**src/rtl/lcd_responder_if.sv**
```systemverilog
// lcd_responder_if: host-side LCD bus between an LCD controller (master) and
// the lcd_responder display model (slave).
//   e        : enable strobe, host -> display, asynchronous to the display clock
//   rs       : 0 = command/status, 1 = data
//   rw       : 0 = write, 1 = read
//   data     : byte driven by the host
//   data_out : read response byte (0 when data_oe = 0)
//   data_oe  : read response valid
interface lcd_responder_if;
    logic       e;
    logic       rs;
    logic       rw;
    logic [7:0] data;
    logic [7:0] data_out;
    logic       data_oe;

    modport master (output e, rs, rw, data, input data_out, data_oe);
    modport slave  (input e, rs, rw, data, output data_out, data_oe);
endinterface

```
**src/rtl/lcd_responder.sv**
```systemverilog
// lcd_responder: synthesizable 16x2 HD44780-style character display model.
// Synchronizes the host bus into clk, executes commands/data writes on each
// falling edge of e, answers status/data reads and exposes display RAM through
// a registered scan port.
// Ports:
//   clk, reset   : system clock, asynchronous active-low reset
//   bus          : host LCD bus (e, rs, rw, data in; data_out, data_oe out)
//   scan_addr    : cell index {line, column[3:0]}
//   scan_char    : cell contents at scan_addr, one cycle latency
//   cursor_addr  : address counter AC
//   display_on, cursor_on, blink_on, two_line, inc_mode : mode flags
//   busy         : internal busy after a write
//   accept       : one-cycle pulse per executed write
//   err          : sticky, unsupported/invalid command seen
//   overrun      : sticky, write arrived while busy
module lcd_responder #(
    parameter int SHORT_BUSY = 4,
    parameter int LONG_BUSY  = 40   // must cover the 32-cycle clear fill
) (
    input  logic               clk,
    input  logic               reset,
    lcd_responder_if.slave     bus,
    input  logic [4:0]         scan_addr,
    output logic [7:0]         scan_char,
    output logic [6:0]         cursor_addr,
    output logic               display_on,
    output logic               cursor_on,
    output logic               blink_on,
    output logic               two_line,
    output logic               inc_mode,
    output logic               busy,
    output logic               accept,
    output logic               err,
    output logic               overrun
);
    localparam int CW = $clog2(LONG_BUSY + 1);

    // Bus pipe word layout: {e, rs, rw, data[7:0]}
    logic [10:0] s0_r, s1_r, s2_r;
    logic [7:0]  cells_r [0:31];
    logic [7:0]  scan_char_r;
    logic [6:0]  ac_r;
    logic        disp_r, cur_r, blink_r, two_r, inc_r;
    logic        accept_r, err_r, overrun_r;
    logic [CW-1:0] busy_cnt_r;
    logic        fill_active_r;
    logic [4:0]  fill_idx_r;

    logic        busy_s, strobe_s, wr_strobe_s, wr_exec_s, cmd_s, dat_s, rd_step_s;
    logic [4:0]  cell_idx_s;
    logic [6:0]  ac_nxt_s;
    logic        disp_nxt_s, cur_nxt_s, blink_nxt_s, two_nxt_s, inc_nxt_s;
    logic        err_set_s, long_s, fill_start_s;
    logic [7:0]  rd_data_s;
    logic        rd_oe_s;

    // AC step with line wrap: the counter only ever lives in 0x00-0x0F / 0x40-0x4F
    function automatic logic [6:0] ac_step(input logic [6:0] ac, input logic inc);
        logic [6:0] r;
        if (inc) begin
            if (ac == 7'h0F)      r = 7'h40;
            else if (ac == 7'h4F) r = 7'h00;
            else                  r = ac + 7'd1;
        end else begin
            if (ac == 7'h00)      r = 7'h4F;
            else if (ac == 7'h40) r = 7'h0F;
            else                  r = ac - 7'd1;
        end
        return r;
    endfunction

    assign busy_s      = (busy_cnt_r != '0);
    assign strobe_s    = s2_r[10] & ~s1_r[10];   // falling edge of e seen through the pipe
    assign wr_strobe_s = strobe_s & ~s2_r[8];
    assign wr_exec_s   = wr_strobe_s & ~busy_s;
    assign cmd_s       = wr_exec_s & ~s2_r[9];
    assign dat_s       = wr_exec_s &  s2_r[9];
    assign rd_step_s   = strobe_s & s2_r[8] & s2_r[9];   // data reads step AC even while busy
    assign cell_idx_s  = {ac_r[6], ac_r[3:0]};

    // Three-stage synchronizer for the asynchronous host bus
    always_ff @(posedge clk or negedge reset) begin
        if (!reset) begin
            s0_r <= 11'd0;
            s1_r <= 11'd0;
            s2_r <= 11'd0;
        end else begin
            s0_r <= {bus.e, bus.rs, bus.rw, bus.data};
            s1_r <= s0_r;
            s2_r <= s1_r;
        end
    end

    // Command / data-write decode into next-state values
    always_comb begin
        ac_nxt_s     = ac_r;
        disp_nxt_s   = disp_r;
        cur_nxt_s    = cur_r;
        blink_nxt_s  = blink_r;
        two_nxt_s    = two_r;
        inc_nxt_s    = inc_r;
        err_set_s    = 1'b0;
        long_s       = 1'b0;
        fill_start_s = 1'b0;
        if (cmd_s) begin
            casez (s2_r[7:0])
                8'b1???????: begin
                    ac_nxt_s  = {s2_r[6], 2'b00, s2_r[3:0]};
                    err_set_s = (s2_r[5:4] != 2'b00);
                end
                8'b01??????: err_set_s = 1'b1;           // CGRAM not modelled
                8'b001?????: begin
                    two_nxt_s = s2_r[3];
                    err_set_s = ~s2_r[4];                // only 8-bit mode supported
                end
                8'b0001????: ac_nxt_s = ac_r;            // shift: no-op
                8'b00001???: begin
                    disp_nxt_s  = s2_r[2];
                    cur_nxt_s   = s2_r[1];
                    blink_nxt_s = s2_r[0];
                end
                8'b000001??: inc_nxt_s = s2_r[1];
                8'b0000001?: begin
                    ac_nxt_s = 7'h00;
                    long_s   = 1'b1;
                end
                8'b00000001: begin
                    ac_nxt_s     = 7'h00;
                    inc_nxt_s    = 1'b1;
                    long_s       = 1'b1;
                    fill_start_s = 1'b1;
                end
                default: ac_nxt_s = ac_r;                // 0x00: no-op
            endcase
        end else if (dat_s || rd_step_s) begin
            ac_nxt_s = ac_step(ac_r, inc_r);
        end else begin
            ac_nxt_s = ac_r;
        end
    end

    // Control registers, sticky flags and busy counter
    always_ff @(posedge clk or negedge reset) begin
        if (!reset) begin
            ac_r       <= 7'h00;
            disp_r     <= 1'b0;
            cur_r      <= 1'b0;
            blink_r    <= 1'b0;
            two_r      <= 1'b0;
            inc_r      <= 1'b1;
            accept_r   <= 1'b0;
            err_r      <= 1'b0;
            overrun_r  <= 1'b0;
            busy_cnt_r <= '0;
        end else begin
            ac_r      <= ac_nxt_s;
            disp_r    <= disp_nxt_s;
            cur_r     <= cur_nxt_s;
            blink_r   <= blink_nxt_s;
            two_r     <= two_nxt_s;
            inc_r     <= inc_nxt_s;
            accept_r  <= wr_exec_s;
            err_r     <= err_r | err_set_s;
            overrun_r <= overrun_r | (wr_strobe_s & busy_s);
            if (wr_exec_s)
                busy_cnt_r <= long_s ? CW'(LONG_BUSY) : CW'(SHORT_BUSY);
            else if (busy_s)
                busy_cnt_r <= busy_cnt_r - CW'(1);
        end
    end

    // Clear fill sequencer: one cell per cycle starting after the clear executes
    always_ff @(posedge clk or negedge reset) begin
        if (!reset) begin
            fill_active_r <= 1'b0;
            fill_idx_r    <= 5'd0;
        end else if (fill_start_s) begin
            fill_active_r <= 1'b1;
            fill_idx_r    <= 5'd0;
        end else if (fill_active_r) begin
            fill_active_r <= (fill_idx_r != 5'd31);
            fill_idx_r    <= fill_idx_r + 5'd1;
        end
    end

    // Display RAM and registered scan port
    always_ff @(posedge clk or negedge reset) begin
        if (!reset) begin
            for (int i = 0; i < 32; i++) cells_r[i] <= 8'h20;
            scan_char_r <= 8'h20;
        end else begin
            if (dat_s)
                cells_r[cell_idx_s] <= s2_r[7:0];
            else if (fill_active_r)
                cells_r[fill_idx_r] <= 8'h20;
            scan_char_r <= cells_r[scan_addr];
        end
    end

    // Read response straight from s1 so it tracks e while the host holds it high
    always_comb begin
        rd_oe_s   = 1'b0;
        rd_data_s = 8'h00;
        if (s1_r[10] && s1_r[8]) begin
            rd_oe_s   = 1'b1;
            rd_data_s = s1_r[9] ? cells_r[cell_idx_s] : {busy_s, ac_r};
        end else begin
            rd_oe_s   = 1'b0;
            rd_data_s = 8'h00;
        end
    end

    assign bus.data_out = rd_data_s;
    assign bus.data_oe  = rd_oe_s;
    assign scan_char    = scan_char_r;
    assign cursor_addr  = ac_r;
    assign display_on   = disp_r;
    assign cursor_on    = cur_r;
    assign blink_on     = blink_r;
    assign two_line     = two_r;
    assign inc_mode     = inc_r;
    assign busy         = busy_s;
    assign accept       = accept_r;
    assign err          = err_r;
    assign overrun      = overrun_r;
endmodule
```
**src/flat_wrapper.sv**
```systemverilog
// flat-port wrapper written by rule: the top's interface ports become plain ports
module lcd_responder_flat 
#(
    parameter int SHORT_BUSY = 4,
    parameter int LONG_BUSY  = 40                                        
)
  (clk, reset, scan_addr, scan_char, cursor_addr, display_on, cursor_on, blink_on, two_line, inc_mode, busy, accept, err, overrun, bus_e, bus_rs, bus_rw, bus_data, bus_data_out, bus_data_oe);
  lcd_responder_if bus_i ();
  input  logic clk;
  input  logic reset;
  input  logic [4:0] scan_addr;
  output logic [7:0] scan_char;
  output logic [6:0] cursor_addr;
  output logic display_on;
  output logic cursor_on;
  output logic blink_on;
  output logic two_line;
  output logic inc_mode;
  output logic busy;
  output logic accept;
  output logic err;
  output logic overrun;
  input wire logic [$bits(bus_i.e)-1:0] bus_e;
  input wire logic [$bits(bus_i.rs)-1:0] bus_rs;
  input wire logic [$bits(bus_i.rw)-1:0] bus_rw;
  input wire logic [$bits(bus_i.data)-1:0] bus_data;
  output wire logic [$bits(bus_i.data_out)-1:0] bus_data_out;
  output wire logic [$bits(bus_i.data_oe)-1:0] bus_data_oe;
  assign bus_i.e = bus_e;
  assign bus_i.rs = bus_rs;
  assign bus_i.rw = bus_rw;
  assign bus_i.data = bus_data;
  assign bus_data_out = bus_i.data_out;
  assign bus_data_oe = bus_i.data_oe;
  lcd_responder #(.SHORT_BUSY(SHORT_BUSY), .LONG_BUSY(LONG_BUSY)) u_core (.clk(clk), .reset(reset), .bus(bus_i), .scan_addr(scan_addr), .scan_char(scan_char), .cursor_addr(cursor_addr), .display_on(display_on), .cursor_on(cursor_on), .blink_on(blink_on), .two_line(two_line), .inc_mode(inc_mode), .busy(busy), .accept(accept), .err(err), .overrun(overrun));
endmodule
```
**config.mk**
```make
export PLATFORM = sky130hd
export DESIGN_NAME = lcd_responder_flat
export DESIGN_NICKNAME = d
export VERILOG_FILES = /design/src/rtl/lcd_responder_if.sv /design/src/rtl/lcd_responder.sv /design/src/flat_wrapper.sv
export SDC_FILE = /design/constraint.sdc
export NUM_CORES = 1
export LEC_CHECK = 0
export ABC_AREA = 0
export CORE_MARGIN = 2
export CORE_UTILIZATION = 56
export DETAILED_ROUTE_END_ITERATION = 8
export HOLD_SLACK_MARGIN = 0.12
export PLACE_DENSITY = 0.75
export SLEW_MARGIN = 20
export SYNTH_ARGS = -nofsm -noshare
export SYNTH_HDL_FRONTEND = slang
export SYNTH_SLANG_ARGS = --single-unit
```
**constraint.sdc**
```tcl
create_clock -name clk -period 2.65 [get_ports clk]
set_input_delay 0.53 -clock clk [delete_from_list [all_inputs] [get_ports clk]]
set_output_delay 0.53 -clock clk [all_outputs]
set_load 0.05 [all_outputs]
```
# --- Yosys cells after proc, flatten, opt, wreduce, memory -nomap -nowiden ---
# Index checks and enable logic that the tools add are counted.
word_totals:
  regBits: 324
  latchBits: 0
  mem_bits_rw: 0
  mem_bits_ro: 0
  input_bits: 18
  output_inout_bits: 33
  word_cells: 144
  mem_count: 0
classes:
  add_sub_neg: 4
  mul: 0
  n_div: 0
  order_cmp: 5
  n_eq_ne: 11
  shift: 0
  muxes: 38
  n_bitwise: 21
  n_reduce_logical: 17
ops:
  columns: ["cell", "n"]
  rows:
  - ["2-to-1 mux 256 bit", 2]
  - ["bitwise mux 256 bit", 1]
  - ["AND 224 bit", 1]
  - ["NOT 224 bit", 1]
  - ["binary-select mux 8 bit (select 5 bit)", 2]
  - ["demux 8 bit (select 5 bit)", 2]
  - ["2-to-1 mux 8 bit", 8]
  - ["2-to-1 mux 7 bit", 7]
  - ["OR 32 bit", 1]
  - ["greater-or-equal comparator 6 bit, second input constant", 3]
  - ["2-to-1 mux 6 bit", 3]
  - ["NOT 5 -> 6 bit", 3]
  - ["equality test 7 bit, second input constant", 2]
  - ["case mux 7 bit (2 select lines)", 1]
  - ["less-than comparator 6 x 1 -> 1 bit, second input constant", 2]
  - ["nonzero test 2 bit", 6]
  - ["2-to-1 mux 5 bit", 2]
  - ["AND 1 bit", 8]
  - ["equality test 8 x 1 -> 1 bit, second input constant", 1]
  - ["2-to-1 mux 1 bit", 8]
  - ["AND reduction 2 bit", 4]
  - ["adder 7 x 1 -> 7 bit, second input constant", 1]
  - ["equality test 7 x 1 -> 1 bit, second input constant", 1]
  - ["equality test 7 x 4 -> 1 bit, second input constant", 1]
  - ["18 further kinds", 25]

# --- Longest topological paths before layout ---
depth:
  depth_word: 9
  ltp_mapped: 11
  mapped_depth_nobuf: 7

# --- Worst setup path before layout ---
# Ideal clock, no wire load.
synth_path:
  kind: "reg-to-output"
  startpoint: "register u_core.ac_r[0] (netlist: u_core.cursor_addr[0])"
  endpoint: "output bus_data_out[1]"
  arrival_time_ns: 2.863
  required_time_ns: 2.120
  slack_ns: -0.743
  path_stages_with_launch: 9
  path_buffers: 4
  cell_sequence: "dfrtp_1 -> buf_4 -> buf_2 -> buf_2 -> buf_2 -> mux2i_1 -> o22ai_1 -> nor3_1 -> a31oi_1"
synth_between:
  elab_chain_len: 6
synth_lines:
  columns: ["element", "line_no", "rtl"]
  rows:
  - ["start, declared", "lcd_responder.sv:42", "logic [6:0] ac_r;"]
  - ["start signal, assigned", "lcd_responder.sv:156", "ac_r <= ac_nxt_s;"]
  - ["NOT 5 -> 6 bit (implied by the code)", "lcd_responder.sv:206", "rd_data_s = s1_r[9] ? cells_r[cell_idx_s] : {busy_s, ac_r};"]
  - ["binary-select mux 8 bit (select 5 bit)", "lcd_responder.sv:206", null]
  - ["2-to-1 mux 8 bit (implied by the code) (2 in a row)", "lcd_responder.sv:206", null]
  - ["2-to-1 mux 8 bit", "lcd_responder.sv:206", null]
  - ["2-to-1 mux 8 bit", "lcd_responder.sv:204", "if (s1_r[10] && s1_r[8]) begin"]
  - ["end, declared", "flat_wrapper.sv:27", "output wire logic [$bits(bus_i.data_out)-1:0] bus_data_out;"]
# No other way between the ends. The select of a mux whose other input is x is not followed.

# --- Final worst setup path ---
layout_path:
  startpoint: "register u_core.ac_r[0] (netlist: u_core.cursor_addr[0])"
  endpoint: "output bus_data_out[7]"
# The elaborated chain is that of the path after synthesis.

==> reports/results.ini <==
[outcome]
outcome = finished, violations left
violations = setup timing

[grt]
overflow = 0
grt_max_degree = 70
grt_pass1_vias = 13400
antenna_found_initial = 0
grt_pass1_wl_um = 85100
grt_use_total_pct = 36.3

[cts]
clock_path_buffers = 3
cts_root_buf = clkbuf_16
clk_latency_ns = 0.53
cts_sinks = 324
cts_tree = yes
cts_max_level = 2
clk_pin_slew_ns = 0.06
numCtsBuffers = 37

[route]
routed_wl_um = 55800
firstDrtPassIters = 5
num_vias = 13600
drc_errors = 0
antenna_left = 0
drt_iter0_markers = 1964
wl_per_cell_um = 30.2
post_drt_via_cell_ratio = 7.36

[sta]
holdWs_ns = 0.346
maxSlewHeadroom_pct = 59.9
rsz0062_at_grt = true
finalSetupTns_ns = -3.67
finalSetupViolations = 8
fin_crit_ns = 3.19
skew_ns = 0.0129
fmax_ghz = 0.314
min_period_over_period_pct = 120
worst_slew_pin_slew_ns = 0.597
hold_viol_final = 0
fin_ws_ns = -0.539
drv_slew = 0

[synth]
synthFlopType = dfrtp_1
ys_seq_area_share_pct = 47.9
syn_nets = 1300
synth_cells = 1272
synthDistinctLibCells = 59
async_flop_share_pct = 100
synth_edf_count = 0
ys_warn_count = 0
synth_area_per_cell_um2 = 13.4
syn_area_um2 = 17000
ys_ff_latch = 324

[worst_setup_path]
crit_type = reg2out
start_kind = flop
cp.arrival_ns = 2.66
crit_path_end_kind = output port
crit_fanout = 7
cp_data_required_time_ns = 2.12

[min_path]
min_path_type = reg2reg

[floorplan]
initial_core_util_pct = 57.1
core_area_um2 = 29800
die_area_um2 = 31800
rows = 63
die_w_um = 178
die_h_um = 178
io_pins = 51

[finish]
layout.cells.most_common = dfrtp_1
antenna_cells = 0
drive_above_1_share_pct = 39.1
fin_nets = 1456
final_cell_mix = dfrtp_1, a22o_1, buf_4, mux4_2, a21oi_1
syn2layout_area_growth_pct = 23.3

[run]
cap_viol_max_count = 0

[power]
pwr_density_cell_nw_per_um2 = 729
p_leak_nw = 9.19
peakVddDrop_mv = 0.768

[placed_design]
portBuffers = 50
dp_hpwl_um = 38100
gp_congestion = 0.993

through the flow:
stage / setup slack [ns] / cell area, µm² / cells / util (%) / power, mW
2_1_floorplan: -0.00188 / 17200 / 1272 / - / 7.65
5_1_grt: -0.585 / 21000 / 1846 / 70.4 / 15.8
4_1_cts: -0.516 / 20900 / 1844 / 70.1 / 15.2
3_5_place_dp: -0.0554 / 19100 / 1764 / 64.1 / 9.11
3_3_place_gp: -0.0384 / 19100 / 1764 / 64.1 / 9.06
6_report: -0.539 / 21000 / 1846 / 70.4 / 15.3
final timing paths:
kind / slack [ns] / depth (start not counted) / start / to
min in group asynchronous: 0.53 / 2 / reset / u_core.cells_r[103]
worst min-delay path: 0.35 / 0 / u_core.s0_r[5] / u_core.s1_r[5]
worst min register to register: 0.35 / 0 / u_core.s0_r[5] / u_core.s1_r[5]
max in group asynchronous: 1.29 / 3 / reset / u_core.scan_char[5]
worst max register to register: 0.10 / 10 / u_core.cursor_addr[0] / u_core.cursor_addr[6]
worst max-delay path: -0.54 / 8 / u_core.cursor_addr[0] / bus_data_out[7]
layout make-up:
cell class	instances	area, µm²
multi-input cells	824	8760
well taps	390	488
inverters	12	45.0
clock buffers	50	1100
flip-flops and latches	324	8160
clock inverters	17	240
fillers	2002	8810
repair buffers	229	2200
cell families (layout without fill, tap and decap cells):
family          count (synthesis)  count (layout)  synth area share, %
compound gates                442             442                 21.8
simple gates                  184             184                 6.10
flops                         324             324                 47.9
xor+xnor                        8               8                0.412
buf+inv                       124             308                 3.10
fa+ha+maj                      10              10                0.735
mux                           180             180                 20.0
sequential cells by signal, summed over array words and instances, names as in the netlist:
register,count
u_core.err,1
u_core.two_line,1
u_core.blink_on,1
u_core.cells_r,256
u_core.busy_cnt_r,6
u_core.fill_active_r,1
u_core.inc_mode,1
u_core.s0_r,11
u_core.display_on,1
u_core.fill_idx_r,5
u_core.scan_char,8
u_core.accept,1
u_core.cursor_addr,7
u_core.cursor_on,1
u_core.overrun,1
u_core.s1_r,11
u_core.s2_r,11
report_power, final:
| group | switching, mW | leakage [nW] | internal, mW | total [mW] |
|---|---|---|---|---|
| Sequential | 0.304 | 4.28 | 5.18 | 5.49 |
| Combinational | 2.30 | 4.26 | 1.93 | 4.23 |
| Clock | 2.15 | 0.651 | 3.42 | 5.57 |
routing by layer:
metal	share of wire [%]	global-route usage (%)
met1	38	52.2
met2	45	55.2
met3	11	6.59
met4	5.3	15.2
met5	0	0
synthesized netlist by cell type, types with 4 or more instances:
cell      count  area share, %
dfrtp_1     290             43
a22o_1      232             12
mux4_2      126             17
clkbuf_1     70            1.5
a21oi_1      49            1.4
mux2i_1      37            2.2
nor2_1       36           0.79
dfstp_2      34            5.3
a21o_1       33            1.5
a311oi_1     32            1.6
nand2_1      32           0.71
nor2_2       32            1.2
o21ai_4      28            2.7
buf_2        22           0.65
o21ai_0      21           0.62
mux2_2       17            1.1
nor3_1       17           0.50
buf_1        14           0.31
ha_1         10           0.74
inv_1        10           0.22
nand2b_1     10           0.37
a31oi_1       9           0.33
o22ai_1       9           0.33
a22oi_1       7           0.31
nand4_1       7           0.26
nor2b_1       7           0.26
a211oi_1      5           0.22
and3_1        5           0.18
xor2_1        5           0.26
nand3_1       4           0.12
nand4_2       4           0.29
nor4_1        4           0.15
o21ai_1       4           0.12
timing repair:
| item | in CTS | in global routing |
|---|---|---|
| gates resized for setup | 64 | 31 |
| pin swaps | 31 | 17 |
| setup buffers | 10 | 5 |
| hold buffers | 1 | 0 |
| gates cloned | 4 | 0 |
| endpoints found under the hold margin | 35 | 0 |
| endpoints found under the setup margin | 9 | 34 |
critical path: stages, from the launching register on:
cell and delay (ns):
dfrtp_4 0.47, buf_6 0.16, buf_12 0.14, mux4_2 0.56, mux2i_2 0.21, nor3_2 0.08, a211oi_4 0.25, a21oi_4 0.09
buf_6 0.16
No activity file was read; power rests on OpenSTA's default activity.
